[config.mk]
export PLATFORM = sky130hd
export DESIGN_NAME = circular_buffer_write_packer_flat
export DESIGN_NICKNAME = d
export VERILOG_FILES = /design/src/rtl/circular_buffer_write_packer_if.sv /design/src/rtl/circular_buffer_write_packer.sv /design/src/flat_wrapper.sv
export SDC_FILE = /design/constraint.sdc
export NUM_CORES = 1
export LEC_CHECK = 0
export ABC_AREA = 0
export BUFFER_PORTS_ARGS = -buffer_cell sky130_fd_sc_hd__buf_2
export CORE_UTILIZATION = 49
export DETAILED_ROUTE_END_ITERATION = 12
export HOLD_SLACK_MARGIN = 0.05
export PLACE_DENSITY = 0.85
export SLEW_MARGIN = 20
export SYNTH_ARGS = -nofsm -noshare
export SYNTH_HDL_FRONTEND = slang
export SYNTH_SLANG_ARGS = --single-unit
[constraint.sdc]
create_clock -name clk -period 4.08 [get_ports clk]
set_input_delay 0 -clock clk [delete_from_list [all_inputs] [get_ports clk]]
set_output_delay 0 -clock clk [all_outputs]
set_load 0.01 [all_outputs]
[src/rtl/circular_buffer_write_packer_if.sv]
// circular_buffer_write_packer_if: upstream element stream plus circular-buffer write port and stats
interface circular_buffer_write_packer_if #(
  parameter int ROW_SIZE   = 8,
  parameter int PAR_WRITE  = 4,
  parameter int STAT_WIDTH = 16
);
  logic                          in_valid;
  logic [ROW_SIZE-1:0]           in_data;
  logic                          in_last;
  logic                          in_ready;
  logic                          buf_full;
  logic                          buf_wen;
  logic                          buf_update_wp;
  logic [ROW_SIZE*PAR_WRITE-1:0] buf_din;
  logic [STAT_WIDTH-1:0]         words_written;
  logic [STAT_WIDTH-1:0]         stall_cycles;
  modport master (
    input  in_valid, in_data, in_last, buf_full,
    output in_ready, buf_wen, buf_update_wp, buf_din, words_written, stall_cycles
  );
  modport slave (
    output in_valid, in_data, in_last, buf_full,
    input  in_ready, buf_wen, buf_update_wp, buf_din, words_written, stall_cycles
  );
endinterface

[src/rtl/circular_buffer_write_packer.sv]
// circular_buffer_write_packer: packs PAR_WRITE elements into one buffer write word.
// Optional saturating statistics counters are built when PACKER_STATS_EN is defined.
module circular_buffer_write_packer #(
  parameter int                    ROW_SIZE   = 8,
  parameter int                    PAR_WRITE  = 4,
  parameter logic [ROW_SIZE-1:0]   PAD_VALUE  = '0,
  parameter int                    STAT_WIDTH = 16
) (
  input logic clk,
  input logic rst,
  circular_buffer_write_packer_if.master bus
);
  localparam int CW = (PAR_WRITE > 1) ? $clog2(PAR_WRITE) : 1;
  localparam logic [ROW_SIZE*PAR_WRITE-1:0] PAD_WORD = {PAR_WRITE{PAD_VALUE}};
  typedef enum logic {FILL, PUSH} state_t;
  state_t                        state_q, state_d;
  logic [CW-1:0]                 cnt_q, cnt_d;
  logic [ROW_SIZE*PAR_WRITE-1:0] lanes_q, lanes_d;
  logic                          accept, wen;
  always_comb begin
    state_d = state_q;
    cnt_d   = cnt_q;
    lanes_d = lanes_q;
    accept  = (state_q == FILL) && bus.in_valid;
    wen     = (state_q == PUSH) && !bus.buf_full;
    if (accept) begin
      lanes_d[int'(cnt_q)*ROW_SIZE +: ROW_SIZE] = bus.in_data;
      state_d = (cnt_q == CW'(PAR_WRITE-1) || bus.in_last) ? PUSH : FILL;
      cnt_d   = (cnt_q == CW'(PAR_WRITE-1) || bus.in_last) ? '0 : cnt_q + CW'(1);
    end
    if (wen) begin
      state_d = FILL;
      lanes_d = PAD_WORD;
    end
  end
  always_ff @(posedge clk) begin
    if (rst) begin
      state_q <= FILL;
      cnt_q   <= '0;
      lanes_q <= PAD_WORD;
    end else begin
      state_q <= state_d;
      cnt_q   <= cnt_d;
      lanes_q <= lanes_d;
    end
  end
  assign bus.in_ready      = (state_q == FILL);
  assign bus.buf_wen       = wen;
  assign bus.buf_update_wp = wen;
  assign bus.buf_din       = lanes_q;
`ifdef PACKER_STATS_EN
  logic [STAT_WIDTH-1:0] words_q, words_d, stall_q, stall_d;
  always_comb begin
    words_d = (wen && !(&words_q)) ? words_q + STAT_WIDTH'(1) : words_q;
    stall_d = (state_q == PUSH && bus.buf_full && !(&stall_q)) ? stall_q + STAT_WIDTH'(1) : stall_q;
  end
  always_ff @(posedge clk) begin
    if (rst) begin
      words_q <= '0;
      stall_q <= '0;
    end else begin
      words_q <= words_d;
      stall_q <= stall_d;
    end
  end
  assign bus.words_written = words_q;
  assign bus.stall_cycles  = stall_q;
`else
  assign bus.words_written = '0;
  assign bus.stall_cycles  = '0;
`endif
endmodule
[src/flat_wrapper.sv]
// flat-port wrapper written by rule: the top's interface ports become plain ports
module circular_buffer_write_packer_flat 
#(
  parameter int                    ROW_SIZE   = 8,
  parameter int                    PAR_WRITE  = 4,
  parameter logic [ROW_SIZE-1:0]   PAD_VALUE  = '0,
  parameter int                    STAT_WIDTH = 16
)
  (clk, rst, bus_in_valid, bus_in_data, bus_in_last, bus_buf_full, bus_in_ready, bus_buf_wen, bus_buf_update_wp, bus_buf_din, bus_words_written, bus_stall_cycles);
  circular_buffer_write_packer_if #(.ROW_SIZE(ROW_SIZE), .PAR_WRITE(PAR_WRITE), .STAT_WIDTH(STAT_WIDTH)) bus_i ();
  input logic clk;
  input logic rst;
  input wire logic [$bits(bus_i.in_valid)-1:0] bus_in_valid;
  input wire logic [$bits(bus_i.in_data)-1:0] bus_in_data;
  input wire logic [$bits(bus_i.in_last)-1:0] bus_in_last;
  input wire logic [$bits(bus_i.buf_full)-1:0] bus_buf_full;
  output wire logic [$bits(bus_i.in_ready)-1:0] bus_in_ready;
  output wire logic [$bits(bus_i.buf_wen)-1:0] bus_buf_wen;
  output wire logic [$bits(bus_i.buf_update_wp)-1:0] bus_buf_update_wp;
  output wire logic [$bits(bus_i.buf_din)-1:0] bus_buf_din;
  output wire logic [$bits(bus_i.words_written)-1:0] bus_words_written;
  output wire logic [$bits(bus_i.stall_cycles)-1:0] bus_stall_cycles;
  assign bus_i.in_valid = bus_in_valid;
  assign bus_i.in_data = bus_in_data;
  assign bus_i.in_last = bus_in_last;
  assign bus_i.buf_full = bus_buf_full;
  assign bus_in_ready = bus_i.in_ready;
  assign bus_buf_wen = bus_i.buf_wen;
  assign bus_buf_update_wp = bus_i.buf_update_wp;
  assign bus_buf_din = bus_i.buf_din;
  assign bus_words_written = bus_i.words_written;
  assign bus_stall_cycles = bus_i.stall_cycles;
  circular_buffer_write_packer #(.ROW_SIZE(ROW_SIZE), .PAR_WRITE(PAR_WRITE), .PAD_VALUE(PAD_VALUE), .STAT_WIDTH(STAT_WIDTH)) u_core (.clk(clk), .rst(rst), .bus(bus_i));
endmodule
### Yosys cells after proc, flatten, opt, wreduce, memory -nomap -nowiden

Cells that the tools add are included.

| operators by class | value |
|---|---|
| multiplexer cells | 3 |
| shift-type cells | 2 |
| bitwise operators | 1 |
| $add $sub $neg | 2 |
| reductions and logical operators | 5 |
| equal/unequal tests | 1 |

Operator list:

| operator | count |
|---|---|
| $neg A5 Y33 | 1 |
| $shift A8 B33 Y32 const A | 1 |
| $shiftx A8 B33 Y32 | 1 |
| $bwmux W32 | 1 |
| $add A2 B1 Y2 const B | 1 |
| $eq A2 B2 Y1 const B | 1 |
| $logic_and A1 B1 Y1 | 2 |
| $mux W2 | 1 |
| $reduce_or A2 Y1 | 1 |
| $logic_not A1 Y1 | 1 |
| $logic_or A1 B1 Y1 | 1 |
| $mux W1 | 1 |
| $not A1 Y1 | 1 |

| word-level totals | value |
|---|---|
| output and inout port bits | 67 |
| input bits | 13 |
| word-level logic and storage cells | 17 |
| flip-flop bits (word level) | 35 |

### Depth between registers and ports, before layout

Gate-level depths: netlist (run 1).

| logic depth | value |
|---|---|
| word-level depth | 3 |
| mapped depth | 7 |
| mapped depth without buffers | 5 |

### Worst setup path after synthesis (run 1)

OpenSTA, ideal clock, no wires.

| timing path | value |
|---|---|
| kind | register to register |
| from | register u_core.cnt_q[0] |
| to | register u_core.lanes_q[26] (netlist: u_core.bus.buf_din[26]) |
| data arrival time | 1.646 ns |
| path slack | 2.369 ns |
| library setup time | 0.064 ns |
| stages on the path, launching flop included | 8 |
| path buffers | 2 |
| period minus slack after synthesis | 1.711 ns |
| required time | 4.016 ns |
| cell sequence | dfxtp_1 -> inv_1 -> ha_1 -> and4bb_1 -> clkbuf_1 -> buf_2 -> a32oi_1 -> nor2_1 |

| on the way | value |
|---|---|
| word-level cells in the longest chain between the ends | 3 |
| elaborated cells on any way between the ends | 4 |
| classes of those cells | 1 x add/sub; 2 x shift; 1 x mux |

RTL lines:

| element | line | text |
|---|---|---|
| start: declaration | circular_buffer_write_packer.sv:17 | `logic [CW-1:0] cnt_q, cnt_d;` |
| start signal: assignment | circular_buffer_write_packer.sv:43 | `cnt_q <= cnt_d;` |
| $neg A5 Y33 (*) | circular_buffer_write_packer.sv:27 | `lanes_d[int'(cnt_q)*ROW_SIZE +: ROW_SIZE] = bus.in_data;` |
| $shiftx A8 B33 Y32 / $shift A8 B33 Y32 (equally long branches) | circular_buffer_write_packer.sv:27 |  |
| $bwmux W32 (*) | circular_buffer_write_packer.sv:27 |  |
| end signal: assignment | circular_buffer_write_packer.sv:44 | `lanes_q <= lanes_d;` |
| end: declaration | circular_buffer_write_packer.sv:18 | `logic [ROW_SIZE*PAR_WRITE-1:0] lanes_q, lanes_d;` |

Every way passes the cells marked *; elsewhere a longest branch is shown, timed or not.
A chain may end at the register's enable or synchronous reset.

### Worst setup path after layout (run 1)

| timing path | value |
|---|---|
| from | register u_core.cnt_q[0] |
| to | register u_core.lanes_q[10] (netlist: u_core.bus.buf_din[10]) |

Same word-level chain as after synthesis.

==> run_results.csv, run 1 <==
group,metric,value,unit
cells_and_area,area_growth_syn_to_layout,19.8,%
critical_path,cp_max_fo,16,
timing,finalCriticalPeriod,1.97,ns
critical_path,end_kind,"flop",
routing,wl,3470,um
routing,via_count,1300,
clock_network,root_buffer,"clkbuf_4",
global_routing,first_global_vias,1136,
floorplan,die_area,3550,um^2
power_and_ir_drop,power_frac_comb,12.7,%
status,outcome,"completed",
routing,met2WireLength,1600,um
timing,fin_crit_sh,48.4,%
global_routing,grt.total_usage,20.9,%
cells_and_area,antenna_cells,0,
power_and_ir_drop,fin_total_pwr,649,uW
clock_network,cts.reportedPaths.clkPinSlew,0.10,ns
routing,wl_met3,206,um
cells_and_area,final_common_cell,"buf_2",
clock_network,tritoncts,"done",
placement,gp_congestion,0.830,
clock_network,cts_sinks,35,
routing,top_layer_used,"met4",
critical_path,cp_num_buf_inv,1,
job,maxCapViolations,0,
routing,avgRoutedWirePerCell,13.1,um
placement,hpwl,2380,um
power_and_ir_drop,clkPwrFrac,32.7,%
floorplan,io_pins,80,
cells_and_area,drive_above_1_share,27.3,%
timing,rsz0062_at_grt,"no",
floorplan,die_h,59.6,um
floorplan,std_cell_rows,20,
synthesis,synthesis.area,1630,um^2
synthesis,synth.avg_cell_area,10.1,um^2
clock_network,insertion_delay,0.33,ns
critical_path,cpPeakStageDelay,0.67,ns
synthesis,yosysSeqAreaShare,43.1,%
routing,met1Wirelength,1610,um
timing,slew_headroom,59.8,%
floorplan,core_area,3100,um^2
power_and_ir_drop,p_leak,0.930,nW
power_and_ir_drop,p_sw,169,uW
placement,postPlaceCellArea,1760,um^2
critical_path,crit_type,"reg -> reg",
power_and_ir_drop,power.density,333,nW/um^2
global_routing,grt_max_degree,18,
timing,fin_skew,0.00489,ns
timing,timing.fmax,0.507,GHz
critical_path,r2r_start,"u_core.cnt_q[0]",
critical_path,reg2regPathDepth,5,
critical_path,crit_arrival,2.25,ns
placement,portBuffers,47,
synthesis,ys_ff_latch,35,
critical_path,rrSetupSlack,2.11,ns
clock_network,cts_resized,0,
global_routing,antenna_found_initial,0,
worst_hold_path,hold_path_end,"bus_buf_update_wp",
floorplan,die_w,59.6,um
cells_and_area,nets,238,
routing,via_per_inst,4.92,
power_and_ir_drop,intPower,480,uW
cells_and_area,layout_common_cells,"47 x buf_2, 35 x dfxtp_1, 32 x conb_1",
worst_hold_path,hold_start,"bus_buf_full",
routing,drt_pass1_iterations,4,
clock_network,cts_buffers,5,
synthesis,syn_inst,161,
routing,ant_nets,0,
routing,first_iter_violations,29,
power_and_ir_drop,power_frac_seq,54.6,%
power_and_ir_drop,ir_drop,143,uV
synthesis,ys_warn_count,0,
clock_network,clockBufferDepth,2,
critical_path,worstPathCellList,"inv_1 > ha_1 > and4bb_1 > a32oi_1 > nor2_1",
power_and_ir_drop,switching_share,26.1,%
timing,worst_slew_pin_slew,0.604,ns
routing,drc,0,
critical_path,r2r_end,"u_core.bus.buf_din[10]",
timing,tns,0,ns
cells_and_area,design_area,1950,um^2
critical_path,cp-start-kind,"flop",
floorplan,start_util,52.4,%
critical_path,crit_slowest_cell,"and4bb_1",
clock_network,cts_htree_levels,2,
global_routing,grt_overflow,0,
timing,finalSetupViolCount,0,
critical_path,cp.required,4.35,ns
timing,hold_viol,0,
worst_hold_path,min_path_cells,3,
worst_hold_path,hold_class,"in -> out",
synthesis,ys_types,27,
global_routing,grt_first_pass_wirelength,5420,um
critical_path,worst_path_dominant_cell_family,"simple AND/OR/NAND/NOR gates",
timing,slew_viol_final,0,
layer usage:
metal  global-route usage [%]  up-vias
met1                     28.2      603
met3                     5.02        6
li1                         -      634
met5                        0        -
met4                     9.97        0
met2                     31.5       57
worst max-delay path by stage:
stage / start / cells after the start / end
floorplan: u_core.cnt_q[0] / 7 / u_core.bus.buf_din[26]
global placement: u_core.cnt_q[0] / 5 / u_core.bus.buf_din[30]
detailed placement: u_core.cnt_q[0] / 5 / u_core.bus.buf_din[10]
CTS: u_core.cnt_q[0] / 5 / u_core.bus.buf_din[10]
global route: u_core.cnt_q[0] / 5 / u_core.bus.buf_din[10]
finish: u_core.cnt_q[0] / 5 / u_core.bus.buf_din[10]
power by group through the flow:
stage                     sequential (mW)  combinational [mW]  clock (mW)
after floorplan                     0.363              0.0703           0
after global placement              0.362              0.0713           0
after detailed placement            0.362              0.0727           0
after CTS                           0.354              0.0811       0.212
after global routing                0.355              0.0917       0.226
final                               0.354              0.0824       0.212
worst register-to-register path: cells and delay by family, from the launching register on:
family	cells	cell delay [ns]
adders and majority gates	1	0.32
AOI/OAI and AO/OA	1	0.19
buffers and inverters	1	0.14
DFF	1	0.47
and+or+nand+nor	2	0.79
sequential cells by signal, indices dropped and copies added, names as in the netlist:
name,count
u_core.bus.buf_din,32
u_core.cnt_q,2
u_core.state_q,1
per-stage QoR:
step	util, %	hold slack [ns]	worst slack, ns	std cells
2_1_floorplan	-	0.0691	2.37	192
3_3_place_gp	56.7	0.238	2.25	244
3_5_place_dp	56.7	0.240	2.17	244
4_1_cts	62.7	0.304	2.14	264
5_1_grt	62.7	0.339	1.95	264
6_report	62.7	0.301	2.11	264
cell families (layout without fill, tap and decap cells):
| kind of cell | after synthesis | in the layout | synth area share (%) |
|---|---|---|---|
| other | 1 | 32 | 0.231 |
| AOI/OAI and AO/OA | 38 | 38 | 20.0 |
| adders and majority gates | 6 | 6 | 4.62 |
| buffers and inverters | 42 | 70 | 17.6 |
| and+or+nand+nor | 39 | 39 | 14.5 |
| DFF | 35 | 35 | 43.1 |
synthesized netlist by cell type:
cell      count  area (um^2)
o21ai_0       1         5.00
a21oi_1       3         15.0
nand3_1       2         10.0
and4bb_1      1         12.5
clkbuf_1      2         7.51
nand3b_1      2         15.0
dfxtp_1      35          701
buf_2         3         15.0
conb_1        1         3.75
nor2_1       17         63.8
a32oi_1      16          140
and2b_1       1         7.51
buf_4        33          248
and2_1        1         6.26
ha_1          6         75.1
or2_1         1         6.26
nor2b_1       5         31.3
buf_1         1         3.75
or4b_4        1         13.8
nand2b_1      1         6.26
nor3_2        1         10.0
nor3_4        1         16.3
nor4_4        1         21.3
a22o_1       16          140
inv_1         3         11.3
nand2_1       4         15.0
a211oi_2      2         25.0
layout make-up:
type,count,area [um^2]
inverters,3,11.3
fillers,279,1160
repair buffers,59,355
clock buffers,8,68.8
flip-flops and latches,35,701
multi-input cells,115,756
well taps,44,55.1
what timing repair did:
action	4_1_cts	5_1_grt
hold buffers	12	0
buffers inserted	0	0
hold endpoints to repair	26	0
(Power assumes the default switching activity.)
==> run 2, diff against run 1 <==
--- a/config.mk
+++ b/config.mk
@@ -7,10 +7,10 @@
 export LEC_CHECK = 0
 export ABC_AREA = 0
 export BUFFER_PORTS_ARGS = -buffer_cell sky130_fd_sc_hd__buf_2
-export CORE_UTILIZATION = 49
+export CORE_UTILIZATION = 41
 export DETAILED_ROUTE_END_ITERATION = 12
 export HOLD_SLACK_MARGIN = 0.05
-export PLACE_DENSITY = 0.85
+export PLACE_DENSITY = 0.76
 export SLEW_MARGIN = 20
 export SYNTH_ARGS = -nofsm -noshare
 export SYNTH_HDL_FRONTEND = slang
==> constraint.sdc (replaced) <==
create_clock -name clk -period 1.7 [get_ports clk]
set_input_delay 0 -clock clk [delete_from_list [all_inputs] [get_ports clk]]
set_output_delay 0 -clock clk [all_outputs]
set_load 0.01 [all_outputs]
==> run 2 against run 1 <==
  * Flip-flop and latch count unchanged
  * Die area increased by 19%
  * Total power rose to 2.9 times the previous value
  * Critical path depth increased by 1
  * Highest routed layer unchanged
  * Final area up 8.4%
  * Combinational power rose to 2.8 times the previous value
  * Critical path type unchanged
  * First-iteration DRC count up 86%
  * Clock power rose to 3.7 times the previous value
==> run_results.csv, run 2 (synthesized netlist as in run 1, its figures left out) <==
group,metric,value,unit
status,outcome,"completed",
worst_hold_path,hold_start,"bus_buf_full",
routing,via_per_inst,4.85,
critical_path,cp_max_fo,5,
clock_network,cts_buffers,5,
clock_network,cts_htree_levels,2,
placement,place_ws,0.171,ns
global_routing,grt_first_pass_wirelength,5890,um
cells_and_area,antenna_cells,0,
timing,fin_skew,0.00604,ns
clock_network,clockBufferDepth,2,
floorplan,die_h,65.0,um
placement,hpwl,2590,um
power_and_ir_drop,intPower,1.40,mW
timing,slew_headroom,63.3,%
floorplan,std_cell_rows,22,
power_and_ir_drop,p_leak,1.01,nW
clock_network,insertion_delay,0.29,ns
cells_and_area,area_growth_syn_to_layout,29.8,%
timing,hold_ws,0.297,ns
timing,timing.fmax,0.621,GHz
critical_path,cp.required,1.94,ns
power_and_ir_drop,p_sw,449,uW
routing,wl,3680,um
cells_and_area,nets,249,
critical_path,crit_type,"reg -> reg",
power_and_ir_drop,power_frac_seq,45.6,%
power_and_ir_drop,clkPwrFrac,42.0,%
routing,avgRoutedWirePerCell,13.2,um
timing,tns,0,ns
floorplan,start_util,43.4,%
critical_path,crit_slowest_cell,"dlygate4sd3_1",
power_and_ir_drop,power_frac_comb,12.3,%
critical_path,end_kind,"flop",
job,maxCapViolations,0,
worst_hold_path,min_path_cells,3,
global_routing,grt.total_usage,19.0,%
clock_network,root_buffer,"clkbuf_8",
global_routing,grt_overflow,0,
worst_hold_path,hold_class,"in -> out",
clock_network,cts_sinks,35,
global_routing,first_global_vias,1230,
floorplan,die_area,4220,um^2
timing,finalCriticalPeriod,1.61,ns
worst_hold_path,hold_path_end,"bus_buf_update_wp",
timing,fin_ws,0.0891,ns
placement,gp_congestion,0.781,
routing,first_iter_violations,54,
global_routing,grt_max_degree,18,
routing,via_count,1354,
timing,finalSetupViolCount,0,
global_routing,antenna_found_initial,0,
routing,ant_nets,0,
critical_path,r2r_start,"u_core.cnt_q[0]",
cells_and_area,layout_common_cells,"47 x buf_2, 35 x dfxtp_1, 32 x conb_1",
power_and_ir_drop,ir_drop,575,uV
critical_path,cp_num_buf_inv,2,
floorplan,core_area,3740,um^2
critical_path,worst_path_dominant_cell_family,"buffers and inverters",
floorplan,io_pins,80,
critical_path,cp-start-kind,"flop",
power_and_ir_drop,switching_share,24.2,%
clock_network,tritoncts,"done",
timing,fin_crit_sh,94.8,%
critical_path,worstPathCellList,"buf_4 > ha_2 > nor2_2 > nand3_2 > a21oi_2 > dlygate4sd3_1",
critical_path,reg2regPathDepth,6,
floorplan,die_w,65.0,um
cells_and_area,largest_reg_flops,32,
placement,portBuffers,47,
cells_and_area,final_common_cell,"buf_2",
timing,slew_viol_final,0,
cells_and_area,drive_above_1_share,32.9,%
critical_path,cpPeakStageDelay,0.55,ns
routing,drt_pass1_iterations,4,
timing,hold_viol,0,
power_and_ir_drop,power.density,878,nW/um^2
timing,worst_slew_pin_slew,0.549,ns
critical_path,rrSetupSlack,0.09,ns
routing,drc,0,
clock_network,cts.reportedPaths.clkPinSlew,0.07,ns
critical_path,r2r_end,"u_core.cnt_q[0]",
critical_path,crit_arrival,1.85,ns
==> run 2: worst min-delay path, stage by stage <==
cell and delay [ns]:
buf_2 0.07, nor2b_1 0.07, buf_2 0.15
==> run 2: timing repair <==
| action | CTS | global route |
|---|---|---|
| gates resized for setup | 0 | 4 |
| endpoints found under the setup margin | 0 | 1 |
| buffers inserted | 0 | 1 |
| hold endpoints to repair | 23 | 0 |
| hold buffers | 12 | 0 |
==> run 2: worst max-delay path by stage <==
stage / end / start / slack (ns) / cells after the start
after floorplan: u_core.bus.buf_din[26] / u_core.cnt_q[0] / 0.02 / 7
after global placement: u_core.bus.buf_din[4] / u_core.state_q / 0.22 / 3
after detailed placement: u_core.bus.buf_din[29] / u_core.cnt_q[1] / 0.17 / 5
after CTS: u_core.cnt_q[0] / u_core.cnt_q[0] / 0.07 / 6
after global routing: u_core.bus.buf_din[30] / u_core.cnt_q[0] / -0.004 / 5
final: u_core.cnt_q[0] / u_core.cnt_q[0] / 0.09 / 6
==> run 2: routing by layer <==
layer / GRT usage (%) / routed length, um / up-vias
li1: - / - / 651
met1: 25.5 / 1730 / 629
met2: 27.6 / 1620 / 67
met3: 4.23 / 244 / 7
met4: 10.8 / 89 / 0
met5: 0 / 0 / -
==> run 2: power by group through the flow <==
stage	registers (mW)	clock network, mW	logic (mW)
CTS	0.845	0.791	0.222
floorplan	0.872	0	0.169
global route	0.847	0.832	0.252
detailed placement	0.864	0	0.200
finish	0.846	0.779	0.229
global placement	0.864	0	0.197
==> run 2: metrics by stage <==
step	util [%]	area, um^2	total power, mW	instances
after detailed placement	49.4	1850	1.06	258
after global routing	56.4	2110	1.93	279
after CTS	55.8	2090	1.86	278
after floorplan	-	1740	1.04	192
after global placement	49.4	1850	1.06	258
final	56.4	2110	1.85	279
==> run 2: area by class of cell <==
class	instances	area, um^2
Clock buffer	6	82.6
Clock inverter	2	35.0
Fill cell	365	1630
Inverter	3	11.3
Multi-Input combinational cell	115	769
Sequential cell	35	701
Tap cell	48	60.1
Timing Repair Buffer	70	450
==> run 3, diff against run 2 <==
--- a/config.mk
+++ b/config.mk
@@ -8,6 +8,7 @@
 export ABC_AREA = 0
 export BUFFER_PORTS_ARGS = -buffer_cell sky130_fd_sc_hd__buf_2
 export CORE_UTILIZATION = 41
+export CTS_BUF_LIST = sky130_fd_sc_hd__clkbuf_16
 export DETAILED_ROUTE_END_ITERATION = 12
 export HOLD_SLACK_MARGIN = 0.05
 export PLACE_DENSITY = 0.76
==> run 3 against run 2 <==
  * Global-route usage did not move
  * Worst setup slack got worse by 0.025 ns
  * Combinational power barely moved
  * Sequential power barely moved
  * Die area did not move
  * Register-to-register slack got worse by 0.03 ns
  * Critical path type unchanged
  * Highest routed layer unchanged
==> run_results.csv, run 3 (synthesized netlist as in run 1, its figures left out) <==
group,metric,value,unit
clock_network,clockBufferDepth,2,
timing,slew_viol_final,0,
routing,wl,3640,um
clock_network,cts_sinks,35,
power_and_ir_drop,intPower,1.61,mW
routing,met1Wirelength,1710,um
clock_network,cts_buffers,5,
timing,finalSetupViolCount,0,
routing,drt_pass1_iterations,4,
cells_and_area,antenna_cells,0,
floorplan,die_area,4220,um^2
clock_network,cts.reportedPaths.clkPinSlew,0.05,ns
timing,slew_headroom,63.1,%
placement,place_ws,0.171,ns
critical_path,crit_type,"reg -> reg",
routing,drc,0,
cells_and_area,final_common_cell,"buf_2",
routing,met2WireLength,1580,um
routing,via_per_inst,4.79,
global_routing,grt_overflow,0,
power_and_ir_drop,p_leak,1.03,nW
worst_hold_path,min_path_cells,3,
power_and_ir_drop,ir_drop,584,uV
power_and_ir_drop,power_frac_seq,40.8,%
global_routing,first_global_vias,1179,
power_and_ir_drop,clkPwrFrac,48.2,%
placement,hpwl,2590,um
routing,avgRoutedWirePerCell,13.1,um
critical_path,end_kind,"flop",
clock_network,insertion_delay,0.28,ns
timing,fin_skew,0.00361,ns
power_and_ir_drop,power.density,965,nW/um^2
timing,worst_slew_pin_slew,0.553,ns
critical_path,cp_max_fo,5,
timing,finalCriticalPeriod,1.64,ns
critical_path,cp-start-kind,"flop",
clock_network,cts_htree_levels,2,
critical_path,cp.required,1.92,ns
routing,via_count,1336,
global_routing,grt_first_pass_wirelength,5800,um
floorplan,io_pins,80,
timing,tns,0,ns
routing,ant_nets,0,
power_and_ir_drop,p_sw,464,uW
placement,gp_congestion,0.781,
timing,rsz0062_at_grt,"no",
critical_path,reg2regPathDepth,6,
routing,top_layer_used,"met4",
global_routing,antenna_found_initial,0,
floorplan,start_util,43.4,%
job,maxCapViolations,0,
floorplan,die_h,65.0,um
floorplan,die_w,65.0,um
cells_and_area,drive_above_1_share,32.0,%
timing,hold_viol,0,
routing,first_iter_violations,75,
cells_and_area,layout_common_cells,"47 x buf_2, 35 x dfxtp_1, 32 x conb_1",
clock_network,tritoncts,"done",
critical_path,crit_arrival,1.85,ns
worst_hold_path,hold_class,"in -> out",
global_routing,grt.total_usage,19.0,%
timing,timing.fmax,0.611,GHz
cells_and_area,final.fill_count,350,
cells_and_area,largest_reg_flops,32,
routing,wl_met3,279,um
cells_and_area,area_growth_syn_to_layout,32.5,%
floorplan,core_area,3740,um^2
timing,fin_ws,0.0640,ns
cells_and_area,nets,249,
status,outcome,"completed",
global_routing,grt_max_degree,18,
clock_network,root_buffer,"clkbuf_16",
floorplan,std_cell_rows,22,
power_and_ir_drop,power_frac_comb,11.0,%
timing,fin_crit_sh,96.2,%
power_and_ir_drop,switching_share,22.3,%
placement,portBuffers,47,
==> run 3: changes by cell type in the layout (fill, tap and decap cells not counted), sizes merged <==
cell and change:
clkbuf -1, clkinv +1
==> run 3: through the flow <==
stage / power (mW) / std cells / cell area, um^2 / util [%] / hold slack [ns]
after global placement: 1.06 / 258 / 1850 / 49.4 / 0.239
after global routing: 2.18 / 279 / 2150 / 57.5 / 0.330
after CTS: 2.10 / 278 / 2130 / 57.0 / 0.304
after detailed placement: 1.06 / 258 / 1850 / 49.4 / 0.235
after floorplan: 1.04 / 192 / 1740 / - / 0.0691
final: 2.08 / 279 / 2150 / 57.5 / 0.297
==> run 3: metal layers <==
layer / up-vias / track usage [%]
li1: 652 / -
met1: 610 / 25.5
met2: 69 / 26.8
met3: 5 / 6.34
met4: 0 / 9.17
met5: - / 0
==> run 3: final timing paths <==
path	from	end	slack [ns]
setup / recovery	u_core.cnt_q[0]	u_core.cnt_q[0]	0.06
hold / removal	bus_buf_full	bus_buf_update_wp	0.30
setup reg to reg	u_core.cnt_q[0]	u_core.cnt_q[0]	0.06
hold reg to reg	u_core.bus.buf_din[7]	u_core.bus.buf_din[7]	0.47
==> run 3: timing repair <==
item,CTS,global route
endpoints found under the setup margin,0,1
hold buffers,12,0
gates resized for setup,0,3
buffers inserted,0,1
hold endpoints to repair,16,0
==> run 3: critical path: stages, from the launching register on <==
cell and delay (ns):
dfxtp_1 0.32, buf_4 0.16, ha_1 0.21, nor2_2 0.13
nand3_2 0.09, a21oi_2 0.12, dlygate4sd3_1 0.54
==> run 3: power groups by stage <==
stage	logic, mW	clock network, mW	registers (mW)
2_1_floorplan	0.169	0	0.872
3_3_place_gp	0.197	0	0.864
3_5_place_dp	0.200	0	0.864
4_1_cts	0.222	1.03	0.847
5_1_grt	0.251	1.08	0.848
6_report	0.228	1.00	0.847
==> run 3: cell type report <==
type	count	area (um^2)	share of cell area, %
Multi-Input combinational cell	115	767	35.6
Timing Repair Buffer	70	450	20.9
Inverter	3	11.3	0.523
Clock inverter	3	38.8	1.80
Sequential cell	35	701	32.5
Tap cell	48	60.1	2.79
Clock buffer	5	125	5.81
